==> config.mk <==
export PLATFORM = sky130hd
export DESIGN_NAME = fetch_stage
export DESIGN_NICKNAME = d
export VERILOG_FILES = /design/src/rtl/core_pkg.sv /design/src/rtl/pc_next_calc.sv /design/src/rtl/fetch_stage.sv
export SDC_FILE = /design/constraint.sdc
export NUM_CORES = 1
export LEC_CHECK = 0
export ABC_AREA = 0
export CAP_MARGIN = 10
export CORE_MARGIN = 4
export CORE_UTILIZATION = 35
export CTS_CLUSTER_SIZE = 20
export DETAILED_ROUTE_END_ITERATION = 6
export DONT_BUFFER_PORTS = 1
export GPL_TIMING_DRIVEN = 0
export PLACE_DENSITY_LB_ADDON = 0.3
export SLEW_MARGIN = 40
export SYNTH_ARGS = -nofsm -noshare
export SYNTH_HDL_FRONTEND = slang
export SYNTH_SLANG_ARGS = --single-unit
==> constraint.sdc <==
create_clock -name clk -period 3.9 [get_ports clk]
set_clock_uncertainty 0.2 [all_clocks]
set_input_delay 0.195 -clock clk [delete_from_list [all_inputs] [get_ports clk]]
set_output_delay 0.195 -clock clk [all_outputs]
set_load 0.01 [all_outputs]
==> src/rtl/core_pkg.sv <==
// Shared definitions for the 19-bit pipelined MIPS core: instruction field
// positions, instruction classes and the fetch-stage state type.
package core_pkg;

    localparam int INSTR_W  = 19;
    localparam int OPC_HI   = 18;
    localparam int OPC_LO   = 14;
    localparam int CLASS_HI = 18;
    localparam int CLASS_LO = 16;

    localparam logic [2:0]         CLASS_JUMP   = 3'b111;
    localparam logic [2:0]         CLASS_BRANCH = 3'b101;
    localparam logic [INSTR_W-1:0] NOP_INSTR    = 19'b0;

    typedef enum logic {
        RUN   = 1'b0,
        STALL = 1'b1
    } fetch_state_e;

    function automatic logic is_jump(input logic [2:0] cls);
        return cls == CLASS_JUMP;
    endfunction

endpackage

==> src/rtl/pc_next_calc.sv <==
// Combinational next-PC candidates for the fetch stage: sequential PC+1 and the
// redirect target (absolute jump or PC-relative branch from the IF/ID contents).
module pc_next_calc
    import core_pkg::*;
#(
    parameter int PC_W     = 12,
    parameter int BR_OFF_W = 8
) (
    input  logic [PC_W-1:0]     i_pc,
    input  logic [2:0]          i_ifid_class,
    input  logic [PC_W-1:0]     i_ifid_jump_field,
    input  logic [BR_OFF_W-1:0] i_ifid_br_off,
    input  logic [PC_W-1:0]     i_ifid_pc_plus1,
    output logic [PC_W-1:0]     o_pc_plus1,
    output logic [PC_W-1:0]     o_target
);

    logic [PC_W-1:0] w_br_off_sext;
    logic [PC_W-1:0] w_br_target;

    // Branch arithmetic wraps modulo 2^PC_W; there is deliberately no saturation.
    assign w_br_off_sext = {{(PC_W-BR_OFF_W){i_ifid_br_off[BR_OFF_W-1]}}, i_ifid_br_off};
    assign w_br_target   = i_ifid_pc_plus1 + w_br_off_sext;
    assign o_pc_plus1    = i_pc + PC_W'(1);
    assign o_target      = is_jump(i_ifid_class) ? i_ifid_jump_field : w_br_target;

endmodule

==> src/rtl/fetch_stage.sv <==
// Instruction-fetch stage with the IF/ID pipeline register: owns the PC, drives
// the instruction-memory address and applies hazard-unit stalls and flushes.
module fetch_stage
    import core_pkg::*;
#(
    parameter int              PC_W     = 12,
    parameter logic [PC_W-1:0] RESET_PC = '0,
    parameter int              BR_OFF_W = 8
) (
    input  logic               clk,
    input  logic               reset,
    input  logic               pc_writebar,
    input  logic               IF_ID_loadbar,
    input  logic               IF_ID_flush,
    input  logic               do_branch,
    output logic [PC_W-1:0]    imem_addr,
    input  logic [INSTR_W-1:0] imem_data,
    output logic [INSTR_W-1:0] IF_ID_instruction,
    output logic [PC_W-1:0]    IF_ID_pc_plus1,
    output logic               IF_ID_valid
);

    logic [PC_W-1:0]    r_pc;
    logic [INSTR_W-1:0] r_instr;
    logic [PC_W-1:0]    r_pc_plus1;
    logic               r_valid;
    fetch_state_e       r_state;
    fetch_state_e       w_state_next;
    logic [PC_W-1:0]    w_pc_plus1;
    logic [PC_W-1:0]    w_target;

    pc_next_calc #(
        .PC_W     (PC_W),
        .BR_OFF_W (BR_OFF_W)
    ) u_pc_next_calc (
        .i_pc              (r_pc),
        .i_ifid_class      (r_instr[CLASS_HI:CLASS_LO]),
        .i_ifid_jump_field (r_instr[PC_W-1:0]),
        .i_ifid_br_off     (r_instr[BR_OFF_W-1:0]),
        .i_ifid_pc_plus1   (r_pc_plus1),
        .o_pc_plus1        (w_pc_plus1),
        .o_target          (w_target)
    );

    // Flush outranks both holds; otherwise PC and IF/ID are held independently.
    always_ff @(posedge clk or posedge reset) begin
        if (reset) begin
            r_pc       <= RESET_PC;
            r_instr    <= NOP_INSTR;
            r_pc_plus1 <= '0;
            r_valid    <= 1'b0;
        end else if (IF_ID_flush) begin
            r_pc       <= w_target;
            r_instr    <= NOP_INSTR;
            r_pc_plus1 <= '0;
            r_valid    <= 1'b0;
        end else begin
            if (!pc_writebar) begin
                r_pc <= w_pc_plus1;
            end
            if (!IF_ID_loadbar) begin
                r_instr    <= imem_data;
                r_pc_plus1 <= w_pc_plus1;
                r_valid    <= 1'b1;
            end
        end
    end

    always_ff @(posedge clk or posedge reset) begin
        if (reset) begin
            r_state <= RUN;
        end else begin
            r_state <= w_state_next;
        end
    end

    always_comb begin
        w_state_next = RUN;
        if (pc_writebar && !IF_ID_flush) begin
            w_state_next = STALL;
        end
    end

    assign imem_addr         = r_pc;
    assign IF_ID_instruction = r_instr;
    assign IF_ID_pc_plus1    = r_pc_plus1;
    assign IF_ID_valid       = r_valid;

`ifndef SYNTHESIS
    // The stall state is only observable here: a held PC must not move.
    a_enter_stall: assert property (@(posedge clk) disable iff (reset)
        (pc_writebar && !IF_ID_flush) |=> (r_state == STALL));
    a_stall_pc_stable: assert property (@(posedge clk) disable iff (reset)
        (r_state == STALL && pc_writebar && !IF_ID_flush) |=> $stable(r_pc));
    a_flush_branch_known: assert property (@(posedge clk) disable iff (reset)
        IF_ID_flush |-> !$isunknown(do_branch));
`endif

endmodule

==> results of run 1 <==
-- how the worst max path moves through the flow --
stage	cells past startpoint	startpoint	endpoint	slack [ns]
4_1_cts	8	IF_ID_instruction[0]	imem_addr[8]	1.42
3_5_place_dp	8	IF_ID_instruction[0]	imem_addr[8]	1.45
3_3_place_gp	8	IF_ID_instruction[0]	imem_addr[8]	1.45
2_1_floorplan	8	IF_ID_instruction[0]	imem_addr[6]	1.66
5_1_grt	8	IF_ID_instruction[0]	imem_addr[8]	1.32
6_report	8	IF_ID_instruction[0]	imem_addr[6]	1.42
-- registers in the layout, summed over array words and instances, names as in the netlist --
name / count
IF_ID_pc_plus1: 12
IF_ID_instruction: 19
imem_addr: 12
IF_ID_valid: 1
-- worst reg2reg max path, stage by stage, from the launching register on --
cell	delay, ns
dfrtp_1	0.45
ha_1	0.24
inv_1	0.07
fa_1	0.37
and2b_1	0.25
o2111ai_2	0.17
nand3_1	0.13
or3b_1	0.35
a31oi_1	0.17
-- through the flow --
stage,setup slack [ns],power [mW]
6_report,1.423,1.199
3_5_place_dp,1.447,0.8832
3_3_place_gp,1.448,0.8751
2_1_floorplan,1.662,0.8023
4_1_cts,1.418,1.215
5_1_grt,1.318,1.281
-- power groups by stage --
stage | registers [mW] | logic [mW] | clock network [mW]
final | 0.603 | 0.284 | 0.312
after global placement | 0.615 | 0.260 | 0
after floorplan | 0.588 | 0.214 | 0
after CTS | 0.607 | 0.285 | 0.323
after global routing | 0.616 | 0.324 | 0.340
after detailed placement | 0.616 | 0.268 | 0
-- metal layers --
| metal | track usage (%) | share of wire [%] | vias to the layer above |
|---|---|---|---|
| li1 | - | - | 1117 |
| met1 | 21.88 | 46 | 1093 |
| met2 | 27.02 | 47 | 63 |
| met3 | 4.254 | 6.3 | 6 |
| met4 | 3.348 | 1.0 | 0 |
| met5 | 0 | 0 | - |
-- final cells by class --
cell class,count,area [um2]
repair buffers,21,220.2
multi-input cells,232,1543
fillers,788,4491
inverters,11,43.79
well taps,102,127.6
clock buffers,7,96.34
plain buffers,16,65.06
flip-flops and latches,44,1101
-- kinds of logic (layout without fill, tap and decap cells) --
family	after synthesis	count (layout)	share of synthesized area (%)
flip-flops	44	44	40.04
AO/OA/AOI/OAI	60	60	14.19
adder cells (fa/ha/maj)	13	13	6.187
buffers and inverters	27	55	3.867
XOR/XNOR	24	24	7.643
AND/OR/NAND/NOR	113	113	20.06
multiplexers	22	22	8.007
-- cells in the mapped netlist (all sizes together) (5+ instances only) --
cell type  number  area [um2]
mux2i          22       220.2
inv            11       41.29
a21oi          16       83.83
clkbuf         10       38.78
nand2          23       86.33
nor2           47       181.4
nor3            9       45.04
dfrtp          44        1101
nand3          11       72.57
xnor2          13       113.9
buf             6       26.27
xor2           11       96.34
o21ai          15       75.07
a211oi          8       65.06
ha             12       150.1
a31oi           5       31.28
-- what timing repair did --
item / in CTS / in global routing
buffers inserted: 0 / 0
hold buffers: 20 / 0
resized for setup: 0 / 0
endpoints found under the hold margin: 63 / 0
==> metrics.yaml, run 1 <==
outcome: "completed"
die_y_um: 96.64
numPortBuffers: 0
powerDensity_nw_per_um2: 375.2
final_cell_mix: "nor2_1, dfrtp_1, nand2_1, mux2i_1, dlygate4sd3_1"
yosysSeqAreaShare_pct: 40.04
setup.worst_path.start_class: "flop"
path_clk_slew_ns: 0.09
crit_buf_inv: 1
grt_use_total_pct: 16.43
drtPass1Iterations: 4
p_comb_share_pct: 23.7
fin_setup_tns_ns: 0
cts.sinks: 44
worst_pin_slew_ns: 0.5952
syn_avg_cell_area_um2: 9.076
ys_ff_latch: 44
rsz0062_at_grt: "no"
timing.hold.ws_ns: 0.1058
p_leak_nw: 1.405
cp_data_arrival_time_ns: 2.50
cts_made_buffers: 5
instances_no_fill: 433
rows: 32
fmax_mhz: 403.7
cts_tree: "yes"
layout-drive-gt1-share_pct: 6.647
critical_path_class: "reg2reg"
drc: 0
grt_max_degree: 26
start_util_pct: 35.77
core-area_um2: 7687
layout_commonest_cell: "nor2_1"
cp_max_fo: 4
syn_area_um2: 2750
dp.cells: 406
setup_viol: 0
antenna_found_initial: 0
final_core_util_pct: 41.59
syn_to_final_growth_pct: 16.24
fin_nets: 369
min_path_type: "in2async"
swShare_pct: 34.37
wl_per_cell_um: 17.06
clk_latency_ns: 0.30
syn_nets: 341
dp_hpwl_um: 5595
grt_pass1_vias: 2409
clock-root-buffer: "clkbuf_8"
async_flop_share_pct: 100.0
grt_pass1_wl_um: 12590
gp_congestion: 0.7773
dieArea_um2: 9339
p_seq_share_pct: 50.3
cts-htree-levels: 2
r2r_slack_ns: 1.42
viasPerCell: 5.263
vias: 2279
path_cells: "ha_1 > inv_1 > fa_1 > and2b_1 > o2111ai_2 > nand3_1 > or3b_1 > a31oi_1"
cap_viol_max_count: 0
cp-end-kind: "flop"
relSlewSlack_pct: 60.32
r2r-end: "imem_addr[6]"
r2r_start: "IF_ID_instruction[0]"
netlist_instances: 303
worstRegToRegCells: 8
final_area_um2: 3197
grt.overflow.total: 0
vdd_drop_max_mv: 0.1695
drt_iter0_drc: 101
yosys_warnings: 0
synth_flop_cell: "dfrtp_1"
clockPowerShare_pct: 26.0
drtAntennaViolNets: 0
yosysUniqueCellTypes: 46
critical_path_required_ns: 3.93
crit_family: "simple AND/OR/NAND/NOR gates"
min_period_ns: 2.477
fin_crit_sh_pct: 63.51
wirelength_um: 7388
drv_slew: 0
clk_path_buf_depth: 2
diodes: 0
postPlaceCellArea_um2: 2900
ioPinCount: 69
cp_slowest_cell: "dfrtp_1"
finalHoldViolations: 0
power_switching_mw: 0.4122
synth_edf_count: 0
crit_path_max_incr_delay_ns: 0.45
internal_power_mw: 0.7871
die_x_um: 96.64
No activity file was read; power rests on OpenSTA's default activity.
==> inputs of run 2 (changes only) <==
--- a/config.mk
+++ b/config.mk
@@ -5,7 +5,7 @@
 export SDC_FILE = /design/constraint.sdc
 export NUM_CORES = 1
 export LEC_CHECK = 0
-export ABC_AREA = 0
+export ABC_AREA = 1
 export CAP_MARGIN = 10
 export CORE_MARGIN = 4
 export CORE_UTILIZATION = 35
==> constraint.sdc (replaced) <==
create_clock -name clk -period 2.5 [get_ports clk]
set_clock_uncertainty 0.2 [all_clocks]
set_input_delay 0.125 -clock clk [delete_from_list [all_inputs] [get_ports clk]]
set_output_delay 0.125 -clock clk [all_outputs]
set_load 0.01 [all_outputs]
==> run 2 against run 1 <==
Die area down 0.70%. Count of clock-buffer cells in the layout down 2. Via count up 10%. Sequential cell count stayed put. Wire length rose by 6.5%. Worst setup slack got worse by 1.2 ns. Register-to-register slack worse by 1.2 ns. Sequential power up 58%. Critical endpoint unchanged.
==> metrics.yaml, run 2 <==
outcome: "completed"
clk_path_buf_depth: 2  # unchanged
cts_made_buffers: 5  # unchanged
drv_slew: 0  # unchanged
yosys_warnings: 0  # unchanged
relSlewSlack_pct: 65.99  # +5.7 points
gp_congestion: 0.9105  # +17%
ys_ff_latch: 44  # unchanged
critical_path_required_ns: 2.52  # -1.41 ns
yosysUniqueCellTypes: 34  # -26%
syn_avg_cell_area_um2: 7.336  # -19%
final_cell_mix: "nand2_1, dfrtp_1, inv_1, nor2_1, nand3_1"
layout_commonest_cell: "nand2_1"
dp_hpwl_um: 5982  # +6.9%
diodes: 0  # unchanged
grt.overflow.total: 0  # unchanged
fmax_mhz: 442.6  # +9.6%
synth.cells.most_frequent: "nand2_1, dfrtp_1, inv_1, nand3_1, nor2_1"
clock-root-buffer: "clkbuf_8"
synth_top_area_cell: "dfrtp_1"
layout-drive-gt1-share_pct: 9.901  # +3.3 points
setup.worst_path.start_class: "flop"
drt_iter0_drc: 156  # +54%
syn_area_um2: 2729  # -0.77%
crit_path_max_incr_delay_ns: 0.44  # about the same
async_flop_share_pct: 100.0  # unchanged
fin_setup_tns_ns: 0  # unchanged
critical_path_class: "reg2reg"
timing.hold.ws_ns: 0.008195  # -0.09756 ns
rows: 31  # -3.1%
netlist_instances: 372  # +23%
p_leak_nw: 1.615  # +15%
fin_crit_sh_pct: 90.38  # +27 points
finalHoldViolations: 0  # unchanged
cp-end-kind: "flop"
vdd_drop_max_mv: 0.3892  # +130%
setup_viol: 0  # unchanged
yosysSeqAreaShare_pct: 40.35  # +0.31 points
dieArea_um2: 9274  # -0.70%
rsz0062_at_grt: "no"
grt_max_degree: 38  # +46%
clk_latency_ns: 0.30  # about the same
min_period_ns: 2.259  # -0.2174 ns
syn_nets: 410  # +20%
cts-htree-levels: 2  # unchanged
drtAntennaViolNets: 0  # unchanged
crit_buf_inv: 2  # +1
grt_use_total_pct: 18.62  # +2.2 points
wl_per_cell_um: 15.65  # -8.3%
fin_nets: 441  # +20%
largest_reg_flops: 19  # unchanged
yosysMostFrequentCell: "nand2_1"
vias: 2518  # +10%
power_mw: 1.952  # +63%
min_path_type: "in2reg"
grt_pass1_vias: 2597  # +7.8%
syn_to_final_growth_pct: 18.07
wirelength_um: 7871  # +6.5%
path_cells: "ha_1 > inv_1 > fa_1 > inv_1 > nand3_1 > nand2_1 > nand2_1 > a21oi_1 > nor2_1 > nand2_1 > nand2_1 > a21oi_1"
viasPerCell: 5.006  # -4.9%
final_core_util_pct: 43.49  # +1.9 points
drtPass1Iterations: 4  # unchanged
cp_data_arrival_time_ns: 2.28  # -0.22 ns
powerDensity_nw_per_um2: 605.9  # +62%
cts_tree: "yes"
core-area_um2: 7408  # -3.6%
path_clk_slew_ns: 0.10  # about the same
grt_pass1_wl_um: 13260  # +5.4%
start_util_pct: 36.83  # +1.1 points
synth_flop_cell: "dfrtp_1"
synth_top_area_share_pct: 40.35  # +0.31 points
drc: 0  # unchanged
crit_family: "adder cells"
cp_common_cell: "nand2_1"
synthTopCellsByArea: "dfrtp_1, nand2_1, nand3_1"
ioPinCount: 69  # unchanged
die_y_um: 96.30  # -0.35%
die_x_um: 96.30  # -0.35%
cp_slowest_cell: "dfrtp_1"
cts.sinks: 44  # unchanged
cts_setup_buffers: 0  # unchanged
numPortBuffers: 0  # unchanged
antenna_found_initial: 1  # +1
synth_edf_count: 0  # unchanged
worst_pin_slew_ns: 0.5101  # -0.08512 ns
cap_viol_max_count: 0  # unchanged
cp_max_fo: 3  # -1
run 2: worst register-to-register path, stage by stage, from the launching register on:
cell,delay [ns]
dfrtp_1,0.44
ha_1,0.19
inv_1,0.05
fa_1,0.41
inv_1,0.10
nand3_1,0.06
nand2_1,0.15
nand2_1,0.10
a21oi_1,0.13
nor2_1,0.05
nand2_1,0.06
nand2_1,0.08
a21oi_1,0.17
run 2: worst paths after layout:
kind,from,to,slack (ns),cells after the start
max in group asynchronous,reset,imem_addr[11],1.25,3
min in group asynchronous,reset,IF_ID_valid,0.11,3
setup reg to reg,IF_ID_instruction[0],imem_addr[6],0.24,12
setup / recovery,IF_ID_instruction[0],imem_addr[6],0.24,12
hold reg to reg,IF_ID_instruction[14],IF_ID_instruction[14],0.35,2
hold / removal,IF_ID_flush,IF_ID_valid,0.008,2
run 2: routing by layer:
metal,vias up,part of all wire (%),global-route usage (%)
li1,1269,-,-
met1,1156,41,23.88
met2,80,49,30.76
met3,11,8.7,5.551
met4,2,1.5,4.556
met5,-,0.17,0
run 2: cell type report:
class                           count  area [um2]
Buffer                             10       43.79
Tap cell                           99       123.9
Fill cell                         743        4187
Timing Repair Buffer               24       250.2
Clock inverter                      3       46.29
Clock buffer                        5       68.82
Inverter                           48       185.2
Sequential cell                    44        1102
Multi-Input combinational cell    270        1401
run 2: cells by family (layout without fill, tap and decap cells):
| kind of cell | after synthesis | count (layout) | share of synthesized area, % |
|---|---|---|---|
| xor gates and xnor gates | 5 | 5 | 1.605 |
| DFF | 44 | 44 | 40.35 |
| adders and majority gates | 13 | 13 | 6.236 |
| AOI/OAI and AO/OA | 68 | 68 | 13.07 |
| buffers and inverters | 58 | 90 | 8.299 |
| and+or+nand+nor | 184 | 184 | 30.45 |
run 2: power by group:
part           switching (mW)  total, mW  leakage [nW]  internal (mW)
Combinational           0.260      0.426         0.990          0.166
Sequential              0.162      0.955         0.570          0.793
Clock                   0.269      0.571        0.0548          0.302
Total                   0.691       1.95          1.61           1.26
run 2: timing repair:
action                     in CTS  in global routing
gates resized for setup         0                  1
hold endpoints to repair       73                  0
hold buffers                   23                  0
setup endpoints to repair       0                  1
run 2: stage by stage:
stage | instance area, um2 | instances | worst slack, ns
finish | 3222 | 503 | 0.2406
global route | 3222 | 503 | 0.04806
CTS | 3221 | 503 | 0.2153
detailed placement | 2875 | 472 | 0.2279
global placement | 2853 | 471 | 0.3088
floorplan | 2729 | 372 | 0.5652
==> inputs of run 3 (changes only) <==
--- a/config.mk
+++ b/config.mk
@@ -13,6 +13,7 @@
 export DETAILED_ROUTE_END_ITERATION = 6
 export DONT_BUFFER_PORTS = 1
 export GPL_TIMING_DRIVEN = 0
+export MAX_ROUTING_LAYER = met4
 export PLACE_DENSITY_LB_ADDON = 0.3
 export SLEW_MARGIN = 40
 export SYNTH_ARGS = -nofsm -noshare
==> run 3 against run 2 <==
Critical path type unchanged. Core utilization up 0.17 points. Combinational power about the same. Sequential power about the same. Wire length up 1.9%.
==> metrics.yaml, run 3 (synthesis results as in run 2) <==
min_path_type: "in2reg"
pre_cts_slack_ns: 0.3141  # +0.08624 ns
vdd_drop_max_mv: 0.3812  # -2.1%
fin_crit_sh_pct: 88.99  # -1.4 points
dieArea_um2: 9274  # unchanged
drc: 0  # unchanged
start_util_pct: 36.83  # unchanged
drt_iter0_drc: 77  # -51%
cap_viol_max_count: 0  # unchanged
grt_pass1_vias: 2668  # +2.7%
nFillCells: 742  # -0.13%
relSlewSlack_pct: 64.88  # -1.1 points
cp_common_cell: "nand2_1"
setup_viol: 0  # unchanged
dr_wl_met3_um: 678  # -1.0%
rsz0062_at_grt: "no"
cp_slowest_cell: "dfrtp_1"
critical_path_class: "reg2reg"
largest_reg_flops: 19  # unchanged
min_period_ns: 2.225  # -0.03461 ns
clk_path_buf_depth: 2  # unchanged
postPlaceCellArea_um2: 2883  # +0.26%
finalHoldViolations: 0  # unchanged
drtPass1Iterations: 4  # unchanged
cts-resized-gates: 0  # unchanged
ctsHoldBuffers: 22  # -4.3%
wirelength_um: 8022  # +1.9%
highest_layer: "met4"
cts_made_buffers: 5  # unchanged
drv_slew: 0  # unchanged
wl_per_cell_um: 15.98  # +2.1%
core-area_um2: 7408  # unchanged
numPortBuffers: 0  # unchanged
path_clk_slew_ns: 0.09  # about the same
p_leak_nw: 1.625  # +0.62%
critical_path_required_ns: 2.54  # +0.02 ns
gp_congestion: 0.9208  # +1.1%
dp.cells: 472  # unchanged
dp_hpwl_um: 6095  # +1.9%
grt.overflow.total: 0  # unchanged
cts_tree: "yes"
clock-root-buffer: "clkbuf_8"
fmax_mhz: 449.5  # +1.6%
fin_ws_ns: 0.2752  # +0.03461 ns
timing.hold.ws_ns: 0.02627  # +0.01808 ns
cts_setup_buffers: 0  # unchanged
final_cell_mix: "nand2_1, dfrtp_1, inv_1, nor2_1, nand3_1"
layout-drive-gt1-share_pct: 9.453  # -0.45 points
fin_setup_tns_ns: 0  # unchanged
instances_no_fill: 502  # -0.20%
cp_data_arrival_time_ns: 2.26  # -0.02 ns
die_y_um: 96.30  # unchanged
ioPinCount: 69  # unchanged
power_mw: 2.039  # +4.4%
crit_path_max_incr_delay_ns: 0.45  # about the same
powerDensity_nw_per_um2: 630.3  # +4.0%
worst_pin_slew_ns: 0.5268  # +0.01670 ns
cp-end-kind: "flop"
path_cells: "ha_1 > inv_1 > fa_1 > inv_1 > nand3_1 > nand2_1 > nand2_1 > a21oi_1 > nor2_1 > nand2_1 > nand2_1 > a21oi_1"
layout_commonest_cell: "nand2_1"
syn_to_final_growth_pct: 18.52
vias: 2547  # +1.2%
outcome: "completed"
route.met2.wl_um: 3785  # -0.89%
setup.worst_path.start_class: "flop"
cp_max_fo: 3  # unchanged
viasPerCell: 5.074  # +1.4%
wl_met1_um: 3389  # +4.8%
grt_max_degree: 25  # -34%
drtAntennaViolNets: 0  # unchanged
antenna_found_initial: 1  # unchanged
clk_latency_ns: 0.30  # about the same
grt_pass1_wl_um: 13470  # +1.6%
final_area_um2: 3234  # +0.39%
rows: 31  # unchanged
final_core_util_pct: 43.66  # +0.17 points
grt_use_total_pct: 19.57  # +0.94 points
cts.sinks: 44  # unchanged
fin_nets: 440  # -0.23%
die_x_um: 96.30  # unchanged
cts-htree-levels: 2  # unchanged
-- run 3: cell count changes in the layout (fill, tap and decap cells not counted), sizes merged --
cell         delta
bufinv          +1
inv             -1
dlygate4sd3     -1
diode           +1
clkinvlp        -1
-- run 3: area by class of cell --
| cell class | count | area (um2) | area share, % |
|---|---|---|---|
| Tap cell | 99 | 123.9 | 3.830 |
| Inverter | 48 | 185.2 | 5.725 |
| Sequential cell | 44 | 1101 | 34.04 |
| Antenna cell | 1 | 2.502 | 0.07737 |
| Buffer | 10 | 43.79 | 1.354 |
| Timing Repair Buffer | 23 | 247.7 | 7.660 |
| Multi-Input combinational cell | 270 | 1401 | 43.33 |
| Clock inverter | 2 | 60.06 | 1.857 |
| Clock buffer | 5 | 68.82 | 2.128 |
-- run 3: final timing paths --
kind	start	end	slack [ns]	cells past startpoint
hold / removal	IF_ID_flush	IF_ID_valid	0.03	2
min in group asynchronous	reset	IF_ID_pc_plus1[5]	0.05	2
max in group asynchronous	reset	IF_ID_instruction[7]	1.63	3
setup / recovery	IF_ID_instruction[0]	imem_addr[6]	0.28	12
setup reg to reg	IF_ID_instruction[0]	imem_addr[6]	0.28	12
hold reg to reg	IF_ID_instruction[13]	IF_ID_instruction[13]	0.35	2
-- run 3: metal layers --
metal  global-route usage (%)  vias up
met4                    6.075        0
met5                        -        -
met2                    31.28       71
li1                         -     1275
met3                    6.646       13
met1                    23.32     1188
-- run 3: where the power goes --
part / internal [mW] / switching (mW)
registers: 0.793 / 0.161
logic: 0.166 / 0.263
clock network: 0.394 / 0.262
-- run 3: worst max-delay path: cells and delay by family, from the launching register on --
family,cells,cell delay [ns]
compound gates,2,0.27
fa+ha+maj,2,0.60
buf+inv,2,0.15
flops,1,0.45
simple gates,6,0.48
